## config.mk

```make
export PLATFORM = sky130hd
export DESIGN_NAME = alu_pipe_hs_flat
export DESIGN_NICKNAME = d
export VERILOG_FILES = /design/src/rtl/alu_pipe_hs_if.sv /design/src/rtl/alu_pipe_hs.sv /design/src/flat_wrapper.sv
export SDC_FILE = /design/constraint.sdc
export NUM_CORES = 1
export LEC_CHECK = 0
export BUFFER_PORTS_ARGS = -buffer_cell sky130_fd_sc_hd__buf_2
export CAP_MARGIN = 40
export CORE_MARGIN = 4
export CORE_UTILIZATION = 35
export DETAILED_ROUTE_END_ITERATION = 8
export SYNTH_ARGS = -nofsm -noshare
export SYNTH_HDL_FRONTEND = slang
export SYNTH_SLANG_ARGS = --single-unit
```

## constraint.sdc

```tcl
create_clock -name clk -period 3.57 [get_ports clk]
set_input_delay 0.5355 -clock clk [delete_from_list [all_inputs] [get_ports clk]]
set_output_delay 0.5355 -clock clk [all_outputs]
set_load 0.01 [all_outputs]
```

## src/rtl/alu_pipe_hs_if.sv

```systemverilog
// Operand/result handshake bundle for alu_pipe_hs.
// Latency: none; wires only.
// Backpressure: in_ready/out_ready carry the stall in both directions.
// Ports (slave = ALU side):
//   in_valid, in_ready, in1, in2, sel        operand channel
//   out_valid, out_ready, out1, out_cy, out_zero   result channel
interface alu_pipe_hs_if #(
  parameter int WIDTH = 4
);
  logic             in_valid;
  logic             in_ready;
  logic [WIDTH-1:0] in1;
  logic [WIDTH-1:0] in2;
  logic [1:0]       sel;
  logic             out_valid;
  logic             out_ready;
  logic [WIDTH-1:0] out1;
  logic             out_cy;
  logic             out_zero;

  modport master (
    output in_valid, in1, in2, sel, out_ready,
    input  in_ready, out_valid, out1, out_cy, out_zero
  );

  modport slave (
    input  in_valid, in1, in2, sel, out_ready,
    output in_ready, out_valid, out1, out_cy, out_zero
  );
endinterface

```

## src/rtl/alu_pipe_hs.sv

```systemverilog
// Two-stage handshaked ALU (ADD/SUB/AND/XOR) with completed-result counter.
// Latency: operands accepted at edge N are presented on out1 after edge N+1.
// Backpressure: in_ready is combinational from out_ready; full rate, no bubble.
// Ports: clk, reset (sync, active-low), bus (alu_pipe_hs_if.slave),
//        op_count (results consumed, wraps at 2^CNT_W).
// Build option: define ALU_PIPE_SAT_EN to saturate ADD to all-ones on carry and
//   clamp SUB to zero on borrow; without it ADD/SUB wrap modulo 2^WIDTH.
module alu_pipe_hs #(
  parameter int WIDTH = 4,
  parameter int CNT_W = 8
) (
  input  logic             clk,
  input  logic             reset,
  alu_pipe_hs_if.slave     bus,
  output logic [CNT_W-1:0] op_count
);

`ifdef ALU_PIPE_SAT_EN
  localparam bit SAT = 1'b1;
`else
  localparam bit SAT = 1'b0;
`endif

  typedef enum logic [1:0] {
    OP_ADD = 2'b00,
    OP_SUB = 2'b01,
    OP_AND = 2'b10,
    OP_XOR = 2'b11
  } op_e;

  typedef struct packed {
    logic [WIDTH-1:0] a;
    logic [WIDTH-1:0] b;
    logic [1:0]       op;
  } s1_t;

  logic             s1_valid;
  s1_t              s1_q;
  logic             s2_adv;
  logic             s1_adv;
  logic [WIDTH:0]   sum;
  logic [WIDTH:0]   diff;
  logic [WIDTH-1:0] alu_res;
  logic             alu_cy;

  // Stage 2 frees up whenever its result leaves (or it is empty); stage 1 may
  // refill in the same cycle, which is what keeps throughput at one per cycle.
  assign s2_adv       = !bus.out_valid || bus.out_ready;
  assign s1_adv       = !s1_valid || s2_adv;
  assign bus.in_ready = s1_adv;

  // Stage 1: operands and opcode are captured together, so a later change on
  // sel never affects data already inside the pipe.
  always_ff @(posedge clk) begin
    if (!reset) begin
      s1_valid <= 1'b0;
      s1_q     <= '0;
    end else if (s1_adv) begin
      s1_valid <= bus.in_valid;
      if (bus.in_valid) begin
        s1_q <= '{a: bus.in1, b: bus.in2, op: bus.sel};
      end
    end
  end

  // One extra bit on ADD/SUB exposes carry-out and borrow directly.
  always_comb begin
    sum     = {1'b0, s1_q.a} + {1'b0, s1_q.b};
    diff    = {1'b0, s1_q.a} - {1'b0, s1_q.b};
    alu_res = '0;
    alu_cy  = 1'b0;
    case (op_e'(s1_q.op))
      OP_ADD: begin
        alu_cy  = sum[WIDTH];
        alu_res = (SAT && sum[WIDTH]) ? '1 : sum[WIDTH-1:0];
      end
      OP_SUB: begin
        alu_cy  = diff[WIDTH];
        alu_res = (SAT && diff[WIDTH]) ? '0 : diff[WIDTH-1:0];
      end
      OP_AND:  alu_res = s1_q.a & s1_q.b;
      OP_XOR:  alu_res = s1_q.a ^ s1_q.b;
      default: alu_res = '0;
    endcase
  end

  // Stage 2: result registers hold while stalled downstream.
  always_ff @(posedge clk) begin
    if (!reset) begin
      bus.out_valid <= 1'b0;
      bus.out1      <= '0;
      bus.out_cy    <= 1'b0;
      bus.out_zero  <= 1'b1;
    end else if (s2_adv) begin
      bus.out_valid <= s1_valid;
      if (s1_valid) begin
        bus.out1     <= alu_res;
        bus.out_cy   <= alu_cy;
        bus.out_zero <= (alu_res == '0);
      end
    end
  end

  always_ff @(posedge clk) begin
    if (!reset) begin
      op_count <= '0;
    end else if (bus.out_valid && bus.out_ready) begin
      op_count <= op_count + 1'b1;
    end
  end

endmodule

```

## src/flat_wrapper.sv

```systemverilog
// flat-port wrapper written by rule: the top's interface ports become plain ports
module alu_pipe_hs_flat 
#(
  parameter int WIDTH = 4,
  parameter int CNT_W = 8
)
  (clk, reset, op_count, bus_in_valid, bus_in1, bus_in2, bus_sel, bus_out_ready, bus_in_ready, bus_out_valid, bus_out1, bus_out_cy, bus_out_zero);
  alu_pipe_hs_if #(.WIDTH(WIDTH)) bus_i ();
  input  logic clk;
  input  logic reset;
  output logic [CNT_W-1:0] op_count;
  input wire logic [$bits(bus_i.in_valid)-1:0] bus_in_valid;
  input wire logic [$bits(bus_i.in1)-1:0] bus_in1;
  input wire logic [$bits(bus_i.in2)-1:0] bus_in2;
  input wire logic [$bits(bus_i.sel)-1:0] bus_sel;
  input wire logic [$bits(bus_i.out_ready)-1:0] bus_out_ready;
  output wire logic [$bits(bus_i.in_ready)-1:0] bus_in_ready;
  output wire logic [$bits(bus_i.out_valid)-1:0] bus_out_valid;
  output wire logic [$bits(bus_i.out1)-1:0] bus_out1;
  output wire logic [$bits(bus_i.out_cy)-1:0] bus_out_cy;
  output wire logic [$bits(bus_i.out_zero)-1:0] bus_out_zero;
  assign bus_i.in_valid = bus_in_valid;
  assign bus_i.in1 = bus_in1;
  assign bus_i.in2 = bus_in2;
  assign bus_i.sel = bus_sel;
  assign bus_i.out_ready = bus_out_ready;
  assign bus_in_ready = bus_i.in_ready;
  assign bus_out_valid = bus_i.out_valid;
  assign bus_out1 = bus_i.out1;
  assign bus_out_cy = bus_i.out_cy;
  assign bus_out_zero = bus_i.out_zero;
  alu_pipe_hs #(.WIDTH(WIDTH), .CNT_W(CNT_W)) u_core (.clk(clk), .reset(reset), .bus(bus_i), .op_count(op_count));
endmodule
```

==> results.cfg <==
[outcome]
outcome = complete, no violations

[floorplanning]
placementRows = 22
die_x_um = 70.6
ios = 30
initial_utilization_pct = 36.9
die_area_um2 = 4980
core_area_um2 = 3720
die_h_um = 70.6

[detailed_routing]
detail-route-antenna-nets = 0
viasPerCell = 4.81
first_pass_iters = 4
drtIter0Drc = 38
wl_per_cell_um = 11.1
wirelength_um = 2630
via_count = 1135
drc = 0

[yosys]
synth_area_leaders = dfxtp_1 38%, ha_1 8.2%, a21oi_1 6.6%
synth_nets = 188
synth_seq_cells = 26
synth_cell_types = 34
ys_warn_count = 0
synth.cell_area_um2 = 1370
netlist_instances = 163
ys_seq_area_share_pct = 38.0
avgSynthCellArea_um2 = 8.41
yosys.area.top_type = dfxtp_1
synth_top_area_share_pct = 38.0

[grt]
grt_usage_pct = 10.8
grt_pass1_wl_um = 4440
first_global_vias = 990
antenna_found_initial = 0
overflow = 0
grt_max_degree = 24

[sta]
slew_headroom_pct = 53.7
fin_crit_sh_pct = 57.7
fin_tns_setup_ns = 0
slew_violations = 0
min_period_ns = 2.06
finalSetupViolCount = 0
rsz0062_at_grt = false
worstMarginPinSlew_ns = 0.693
skew_ns = 0.00571
max_freq_mhz = 485
hold_viol_final = 0
setup_slack_ns = 1.51

[cts]
clk_transition_reported_paths_ns = 0.09
cts-root-buf = clkbuf_8
cts_sinks = 26
cts_resized = 0
htree_num_levels = 1
cts_tree = yes
clock_path_buffers = 2
cts_buffers = 3
hold_buffers = 0
cts_setup_buffers = 0
clock_latency_ns = 0.27

[critical_path]
crit_path_max_incr_delay_ns = 0.46
critPathRequiredTime_ns = 3.74
cp-end-kind = flop
crit_path_start_kind = flop
path_max_fanout = 8
crit_arrival_ns = 2.23
critical_path.cell_chain = inv_1 > ha_1 > nand2_1 > o21ai_2 > mux2_4 > a221o_1 > a41o_1
crit_slowest_cell = ha_1
path_class = flop to flop

[cells_and_area]
layout_commonest_cell = buf_2
n_fill_cell = 413
fin_cells = 236
multi_input_area_um2 = 777
area_growth_pct = 17.2
n_antenna_cell = 0
final_cell_mix = 29 x buf_2, 26 x dfxtp_1, 21 x nand2_1, 18 x a21oi_1, 17 x nor2_1
drive_gt1_share_pct = 20.2
regArea_um2 = 520
nets = 214

[placed_design]
numPlacedInstances = 232
dp_hpwl_um = 2040
io_buffers = 29
dpl_worst_slack_ns = 1.52
gp_congestion = 0.748

[power]
peakVddDrop_mv = 0.224
powerDensity_nw_per_um2 = 407
total_power_mw = 0.654
leakagePower_nw = 0.707

[hold_path]
hold_class = flop to flop

[job]
maxCapViolations = 0
[metrics by stage]
step	util, %	hold WS [ns]	area, um^2
after global routing	43.3	0.498	1610
after global placement	41.3	0.458	1540
after floorplan	-	0.453	1370
after CTS	43.3	0.475	1610
after detailed placement	41.3	0.453	1540
final	43.3	0.468	1610
[critical path, delay by kind of cell, from the launching register on]
| kind | cells | cell delay [ns] |
|---|---|---|
| AO/OA/AOI/OAI | 3 | 0.68 |
| adder cells (fa/ha/maj) | 1 | 0.46 |
| flip-flops | 1 | 0.36 |
| multiplexers | 1 | 0.31 |
| AND/OR/NAND/NOR | 1 | 0.11 |
| buffers and inverters | 1 | 0.05 |
[logic make-up (layout without fill, tap and decap cells)]
| group | after synthesis | count (layout) | synth area share [%] |
|---|---|---|---|
| AND/OR/NAND/NOR | 64 | 64 | 21.7 |
| AO/OA/AOI/OAI | 35 | 35 | 15.9 |
| flip-flops | 26 | 26 | 38.0 |
| buffers and inverters | 17 | 42 | 5.38 |
| adder cells (fa/ha/maj) | 11 | 11 | 11.1 |
| XOR/XNOR | 7 | 7 | 4.47 |
| multiplexers | 3 | 3 | 3.47 |
[where the power goes]
group / internal, mW / switching [mW]
Sequential: 0.303 / 0.0122
Combinational: 0.0443 / 0.0510
Clock: 0.150 / 0.0943
[cell usage after synthesis]
cell type	instances
dfxtp_1	26
nand2_1	21
a21oi_1	18
nor2_1	17
nand3_1	10
ha_1	9
inv_1	9
o21ai_0	8
clkbuf_1	5
nor2b_1	5
xor2_1	5
nand4_1	3
a211oi_1	2
fa_1	2
nor3b_1	2
or3_1	2
xnor2_1	2
a211oi_2	1
a21oi_4	1
a221o_1	1
a22oi_1	1
a41o_1	1
and2_1	1
and3_1	1
buf_2	1
buf_6	1
clkbuf_2	1
mux2_4	1
mux2i_1	1
mux4_2	1
nand2b_1	1
nand4b_1	1
o21a_1	1
o21ai_2	1
[routing by layer]
metal  routed length [um]  vias up  share of wire (%)  GRT usage (%)
met1                 1370      515                 52           15.0
met5                    0        -                  0              0
li1                     -      600                  -              -
met3                  137        2                5.2           3.13
met4                   19        0               0.72           3.13
met2                 1100       18                 42           16.2
[sequential cells by signal (all words and copies together), names as in the netlist]
name                  count
u_core.bus.out_cy         1
u_core.op_count           8
u_core.bus.out1           4
u_core.bus.out_valid      1
u_core.s1_valid           1
u_core.s1_q              10
u_core.bus.out_zero       1
[cell type report]
cell class,count,share of cell area (%)
clock inverters,1,1.87
repair buffers,29,9.03
clock buffers,3,2.57
flip-flops and latches,26,32.4
well taps,48,3.74
multi-input cells,120,48.3
inverters,9,2.10
[path summary, 6_finish.rpt]
kind / startpoint / end / slack [ns] / depth (start not counted)
setup reg to reg: u_core.s1_q[4]$_SDFFE_PN0P_ / u_core.bus.out_zero$_SDFFE_PN1P_ / 1.51 / 7
setup / recovery: u_core.s1_q[4]$_SDFFE_PN0P_ / u_core.bus.out_zero$_SDFFE_PN1P_ / 1.51 / 7
hold reg to reg: u_core.bus.out_cy$_SDFFE_PN0P_ / u_core.bus.out_cy$_SDFFE_PN0P_ / 0.47 / 2
hold / removal: u_core.bus.out_cy$_SDFFE_PN0P_ / u_core.bus.out_cy$_SDFFE_PN0P_ / 0.47 / 2
Note: power is estimated with default switching activity, not from simulation.
